`src/rtl/core_pkg.sv`:
```
// Shared core types for the write-back path: register-file geometry, write-back
// source identifiers and the {rd, data} request record.
package core_pkg;

   localparam int XLEN       = 64;
   localparam int REG_ADDR_W = 5;
   localparam int NUM_REGS   = 32;

   typedef enum logic {
      WB_SRC_ALU = 1'b0,
      WB_SRC_MEM = 1'b1
   } wb_src_e;

   typedef struct packed {
      logic [REG_ADDR_W-1:0] rd;
      logic [XLEN-1:0]       data;
   } wb_req_t;

   function automatic logic [NUM_REGS-1:0] rd_onehot(input logic [REG_ADDR_W-1:0] rd);
      return NUM_REGS'(1) << rd;
   endfunction

endpackage

```
`src/rtl/wb_fifo.sv`:
```
// Circular-buffer FIFO for one write-back source. Exposes per-entry tag/valid
// views so the owner can build a hazard mask over everything still buffered.
module wb_fifo #(
   parameter  int DEPTH = 2,
   parameter  int WIDTH = 69,
   parameter  int TAG_W = 5,
   localparam int PTR_W = (DEPTH > 1) ? $clog2(DEPTH) : 1,
   localparam int CNT_W = PTR_W + 1
) (
   input  logic                  clk,
   input  logic                  rst_n,
   input  logic                  push,
   input  logic [WIDTH-1:0]      push_data,
   input  logic                  pop,
   output logic [WIDTH-1:0]      head,
   output logic                  full,
   output logic                  empty,
   output logic [DEPTH-1:0]      entry_valid,
   output logic [TAG_W-1:0]      entry_tag [DEPTH]
);

   logic [WIDTH-1:0] mem_q [DEPTH];
   logic [PTR_W-1:0] rd_ptr;
   logic [PTR_W-1:0] wr_ptr;
   logic [CNT_W-1:0] count;
   logic             do_push;
   logic             do_pop;

   assign full    = (count == CNT_W'(DEPTH));
   assign empty   = (count == '0);
   assign do_push = push && !full;
   assign do_pop  = pop && !empty;
   assign head    = mem_q[rd_ptr];

   always_ff @(posedge clk) begin
      if (do_push) mem_q[wr_ptr] <= push_data;
   end

   always_ff @(posedge clk or negedge rst_n) begin
      if (!rst_n) begin
         rd_ptr <= '0;
         wr_ptr <= '0;
         count  <= '0;
      end else begin
         if (do_push) wr_ptr <= wr_ptr + PTR_W'(1);
         if (do_pop)  rd_ptr <= rd_ptr + PTR_W'(1);
         case ({do_push, do_pop})
            2'b10:   count <= count + CNT_W'(1);
            2'b01:   count <= count - CNT_W'(1);
            default: count <= count;
         endcase
      end
   end

   // Slot i is live when its distance from the read pointer is below the count.
   always_comb begin
      for (int i = 0; i < DEPTH; i++) begin
         entry_valid[i] = ({1'b0, PTR_W'(PTR_W'(i) - rd_ptr)} < count);
         entry_tag[i]   = mem_q[i][WIDTH-1 -: TAG_W];
      end
   end

endmodule

```
`src/rtl/regfile_wb_arbiter.sv`:
```
// Write-back arbiter: buffers ALU and load results, commits one per cycle to the
// register file and exports a pending-write mask. WB_ROUND_ROBIN_EN selects round-robin.
module regfile_wb_arbiter
   import core_pkg::*;
#(
   parameter int DEPTH = 2,
   parameter int XLEN  = 64
) (
   input  logic                  clk,
   input  logic                  rst_n,
   input  logic                  alu_valid,
   output logic                  alu_ready,
   input  logic [REG_ADDR_W-1:0] alu_rd,
   input  logic [XLEN-1:0]       alu_data,
   input  logic                  mem_valid,
   output logic                  mem_ready,
   input  logic [REG_ADDR_W-1:0] mem_rd,
   input  logic [XLEN-1:0]       mem_data,
   output logic                  write_enable,
   output logic [REG_ADDR_W-1:0] waddr,
   output logic [XLEN-1:0]       wdata,
   output logic [NUM_REGS-1:0]   pending_mask
);

   localparam int ENT_W = REG_ADDR_W + XLEN;

   logic [ENT_W-1:0]      alu_head, mem_head, grant_head;
   logic                  alu_full, mem_full, alu_empty, mem_empty;
   logic [DEPTH-1:0]      alu_ent_valid, mem_ent_valid;
   logic [REG_ADDR_W-1:0] alu_ent_rd [DEPTH];
   logic [REG_ADDR_W-1:0] mem_ent_rd [DEPTH];
   logic                  alu_push, mem_push, alu_pop, mem_pop;
   logic                  grant_valid;
   wb_src_e               grant_src;

   assign alu_ready = !alu_full;
   assign mem_ready = !mem_full;

   // rd==0 transfers complete the handshake but are never buffered.
   assign alu_push = alu_valid && alu_ready && (alu_rd != '0);
   assign mem_push = mem_valid && mem_ready && (mem_rd != '0);

   wb_fifo #(.DEPTH(DEPTH), .WIDTH(ENT_W), .TAG_W(REG_ADDR_W)) u_alu_fifo (
      .clk         (clk),
      .rst_n       (rst_n),
      .push        (alu_push),
      .push_data   ({alu_rd, alu_data}),
      .pop         (alu_pop),
      .head        (alu_head),
      .full        (alu_full),
      .empty       (alu_empty),
      .entry_valid (alu_ent_valid),
      .entry_tag   (alu_ent_rd)
   );

   wb_fifo #(.DEPTH(DEPTH), .WIDTH(ENT_W), .TAG_W(REG_ADDR_W)) u_mem_fifo (
      .clk         (clk),
      .rst_n       (rst_n),
      .push        (mem_push),
      .push_data   ({mem_rd, mem_data}),
      .pop         (mem_pop),
      .head        (mem_head),
      .full        (mem_full),
      .empty       (mem_empty),
      .entry_valid (mem_ent_valid),
      .entry_tag   (mem_ent_rd)
   );

`ifdef WB_ROUND_ROBIN_EN
   wb_src_e rr_prio;

   always_ff @(posedge clk or negedge rst_n) begin
      if (!rst_n) begin
         rr_prio <= WB_SRC_ALU;
      end else if (grant_valid) begin
         rr_prio <= (grant_src == WB_SRC_ALU) ? WB_SRC_MEM : WB_SRC_ALU;
      end
   end
`endif

   always_comb begin
      grant_valid = !alu_empty || !mem_empty;
      grant_src   = WB_SRC_ALU;
      if (!alu_empty && !mem_empty) begin
`ifdef WB_ROUND_ROBIN_EN
         grant_src = rr_prio;
`else
         grant_src = WB_SRC_MEM;
`endif
      end else if (!mem_empty) begin
         grant_src = WB_SRC_MEM;
      end
   end

   assign alu_pop    = grant_valid && (grant_src == WB_SRC_ALU);
   assign mem_pop    = grant_valid && (grant_src == WB_SRC_MEM);
   assign grant_head = (grant_src == WB_SRC_MEM) ? mem_head : alu_head;

   // Address/data hold their last value when idle; only the strobe drops.
   always_ff @(posedge clk or negedge rst_n) begin
      if (!rst_n) begin
         write_enable <= 1'b0;
         waddr        <= '0;
         wdata        <= '0;
      end else begin
         write_enable <= grant_valid;
         if (grant_valid) begin
            waddr <= grant_head[ENT_W-1 -: REG_ADDR_W];
            wdata <= grant_head[XLEN-1:0];
         end
      end
   end

   always_comb begin
      pending_mask = '0;
      for (int i = 0; i < DEPTH; i++) begin
         if (alu_ent_valid[i]) pending_mask |= rd_onehot(alu_ent_rd[i]);
         if (mem_ent_valid[i]) pending_mask |= rd_onehot(mem_ent_rd[i]);
      end
      if (write_enable) pending_mask |= rd_onehot(waddr);
   end

endmodule

```
`config.mk`:
```
export PLATFORM = sky130hd
export DESIGN_NAME = regfile_wb_arbiter
export DESIGN_NICKNAME = d
export VERILOG_FILES = /design/src/rtl/core_pkg.sv /design/src/rtl/wb_fifo.sv /design/src/rtl/regfile_wb_arbiter.sv
export SDC_FILE = /design/constraint.sdc
export NUM_CORES = 1
export LEC_CHECK = 0
export ABC_AREA = 1
export BUFFER_PORTS_ARGS = -buffer_cell sky130_fd_sc_hd__buf_4
export CAP_MARGIN = 20
export CORE_MARGIN = 8
export CORE_UTILIZATION = 40
export DETAILED_ROUTE_END_ITERATION = 10
export GPL_TIMING_DRIVEN = 1
export SYNTH_ARGS = -nofsm -noshare
export SYNTH_HDL_FRONTEND = slang
export SYNTH_SLANG_ARGS = --single-unit
```
`constraint.sdc`:
```
create_clock -name clk -period 4.5 [get_ports clk]
set_clock_uncertainty 0.1 [all_clocks]
set_input_delay 0.675 -clock clk [delete_from_list [all_inputs] [get_ports clk]]
set_output_delay 0.675 -clock clk [all_outputs]
set_load 0.03 [all_outputs]
```
==> summary.txt <==
Global route
  – First-pass GRT wire length: between 60000 and 70000 um
  – Largest net degree at the start of global routing: 110
  – Vias in the first global route: approximately 11000
  – Tot GR Track Use: 0.195
  – Initial antenna violation count: 5
  – Grt ovf: 0

Logic synthesis
  – Yosys warnings: 0
  – Area leader, netlist: edfxtp_1
  – EDFF count, synth: ~280
  – Avg Synthesized Cell Area: between 10 and 15 um2
  – Main synth FF type: edfxtp_1
  – Cell count after synthesis: between 1000 and 1500
  – Area fraction of the dominant cell type after synthesis: 0.547
  – Synth top area cells: edfxtp_1 (55%), dfrtp_1 (13%), nor2_1 (7.0%)
  – Syn nets: about 1600
  – Top cells by count, synth: nor2_1 (284), edfxtp_1 (276), nand2_1 (271), o21ai_0 (136), inv_1 (89)
  – FFs w/ async S/R, synth: 0.220
  – Seq/Total Area, Yosys: 0.675
  – Yosys cell types: 31
  – #FFs+latches synth: ~350
  – Synthesized area: around 0.015 mm2
  – Count leader, synth: nor2_1

Pwr
  – Standby leakage power: 7.41 nW
  – Peak VDD IR: 0.344 mV
  – Cell Pwr Density: ~640 mW/mm2
  – Total power: between 0.01 and 0.015 W

STA
  – Final worst-path cycle share: 0.694
  – Setup violators final: 0
  – Peak Freq: roughly 320 MHz
  – Relative max-transition margin: 0.300
  – Fin crit period: 3120 ps
  – RSZ-0062 raised after global routing: no
  – Hold Vio Cnt, Final: 0
  – Worst Max-Slew Pin Slew: about 1100 ps
  – Fin. max-slew vios: 0
  – Hold slack: 178 ps

Critical path
  – Req. time, crit path: 3720 ps
  – CP max stage cell: edfxtp_1
  – Path depth of the worst reg2reg path: 5
  – Worst setup endpoint: pending_mask[4]
  – Arr. time, crit path: about 2400 ps
  – Critical Path Stages: 6
  – CP Capture Type: primary output
  – Number of buffers and inverters on the critical path: 2
  – Reg-to-Reg End: u_mem_fifo.mem_q[0][54]$_DFFE_PP_
  – Setup crit start: u_mem_fifo.mem_q[0][67]$_DFFE_PP_
  – Crit start category: flop
  – Crit Path Category: reg -> out
  – CP delay by family, top: buffers and inverters
  – Cell Chain, Critical Path: clkinv_1 > nand3_1 > nor2_1 > nor2_1 > nand3_1 > buf_4
  – Origin of the critical flop-to-flop path: u_mem_fifo.count[1]$_DFFE_PN0P_
  – R2r setup slk: approximately 1900 ps
  – CP Max Fanout: 9
  – Largest stage delay, worst path: around 600 ps

Place
  – GPL Wtd Cong: roughly 0.91
  – Post-DP HPWL: 28900 um
  – Port Buf Inserts: about 250

Floorplanning
  – Initial core utilization: 0.404
  – CORE AREA: between 0.03 and 0.04 mm2
  – Die ar.: around 0.044 mm2
  – # IOs: 246
  – Die X: between 200 and 250 um
  – Row count: about 70
  – Die H: between 200 and 250 um

Clocking
  – Post-CTS Resized: 0
  – # Post-CTS Setup Buffers: 0
  – Reg clk slew, reported paths: around 60 ps
  – CTS tree: built
  – Maximum root-to-sink buffer count: 3
  – CTS Sinks: 354
  – Clock latency at the later pin of the worst-skew pair: 530 ps
  – Clock buffers created by TritonCTS: 39
  – CTS Hold Bufs: 0
  – H-tree levels: 2
  – CTS root buffer: clkbuf_16

Routing
  – Antenna-violating nets left: 0
  – Via density: roughly 5.1
  – Pre-Repair DR Iteration Count: 5
  – Drt wl/cell: 20.0 um
  – Vias: approximately 11000
  – Post-Route WL: roughly 44000 um
  – Remaining DRCs: 0
  – DRT iter0 DRCs: 852

Outcome
  – Status: finished, final reports clean

Run
  – Max_cap viols: 0

Finish
  – Share of layout cells above drive strength 1: 0.208
  – Final nets: around 1800
  – Final Util: 0.498
  – Area Growth Syn to Fin: 23.0%

Hold path
  – Worst Hold Class: in -> async
kinds of logic (layout without fill, tap and decap cells):
| family | count (synthesis) | count (layout) | synth area share |
|---|---|---|---|
| AOI/OAI and AO/OA | 215 | 215 | 0.0877 |
| DFF | 354 | 354 | 0.675 |
| and+or+nand+nor | 677 | 677 | 0.183 |
| other | 0 | 2 | 0 |
| adders and majority gates | 1 | 1 | 0.000825 |
| buffers and inverters | 173 | 429 | 0.0507 |
| xor gates and xnor gates | 4 | 4 | 0.00231 |
flip-flops by register name (all words and copies together) (netlist names):
register           count
u_mem_fifo.rd_ptr      1
u_alu_fifo.wr_ptr      1
u_alu_fifo.mem_q     138
u_mem_fifo.mem_q     138
waddr                  5
u_mem_fifo.count       2
u_alu_fifo.count       2
wdata                 64
u_alu_fifo.rd_ptr      1
u_mem_fifo.wr_ptr      1
write_enable           1
layout by cell type (no fill, tap or decap), types with 3 or more instances in the layout:
cell type | synthesis | layout
clkbuf_8 | 0 | 6
clkbuf_16 | 0 | 41
nand2_1 | 271 | 271
xor2_1 | 3 | 3
nand4_1 | 30 | 30
inv_1 | 89 | 88
o211ai_2 | 10 | 10
o2111ai_1 | 3 | 3
inv_2 | 6 | 5
a21oi_1 | 7 | 7
clkbuf_1 | 27 | 14
edfxtp_1 | 276 | 276
o211ai_1 | 56 | 56
nand2_2 | 5 | 5
clkinv_1 | 5 | 7
o21ai_0 | 136 | 136
buf_4 | 7 | 256
nor3_1 | 10 | 10
nand3_1 | 69 | 69
dfrtp_1 | 78 | 76
clkinv_2 | 0 | 8
nor2_1 | 284 | 281
nor2_4 | 2 | 5
metrics by stage:
| stage | setup slack (ps) | TNS, ps | area, um2 | std cells |
|---|---|---|---|---|
| floorplan | -4.28 | -295 | 15200 | 1424 |
| global placement | 1620 | 0 | 17400 | 2120 |
| detailed placement | 1610 | 0 | 17400 | 2120 |
| CTS | 1400 | 0 | 18600 | 2191 |
| global route | 1230 | 0 | 18700 | 2193 |
| finish | 1380 | 0 | 18700 | 2193 |
worst min path at each step:
stage	from	end	slack, ps	depth (start not counted)
floorplan	rst_n	u_alu_fifo.count[0]$_DFFE_PN0P_	280	0
global placement	u_mem_fifo.wr_ptr$_DFFE_PN0P_	u_mem_fifo.wr_ptr$_DFFE_PN0P_	360	2
detailed placement	u_mem_fifo.wr_ptr$_DFFE_PN0P_	u_mem_fifo.wr_ptr$_DFFE_PN0P_	370	2
CTS	alu_data[1]	u_alu_fifo.mem_q[0][1]$_DFFE_PP_	190	1
global route	alu_data[1]	u_alu_fifo.mem_q[0][1]$_DFFE_PP_	200	1
finish	rst_n	wdata[30]$_DFFE_PN0P_	180	1
metal layers:
metal,vias up,GRT usage,part of all wire
li1,5316,-,-
met1,5404,0.249,0.42
met2,324,0.326,0.48
met3,71,0.0450,0.068
met4,6,0.0606,0.024
met5,-,0,0.00093
area by class of cell:
type	count	area [um2]
antenna	2	5.00
clock buffer	61	1160
clock inverter	10	87.6
fill	3412	18800
inverter	100	378
multi-input combinational	897	4180
sequential	354	10200
tap	511	639
timing repair buffer	258	1960
power breakdown:
part	total, W	leakage, nW	switching (W)	internal [W]
clock network	0.00309	0.615	0.00125	0.00184
registers	0.00483	3.50	0.000506	0.00433
logic	0.00393	3.29	0.00274	0.00119
total	0.0118	7.41	0.00450	0.00735
Power figures use the tool's default switching activity.
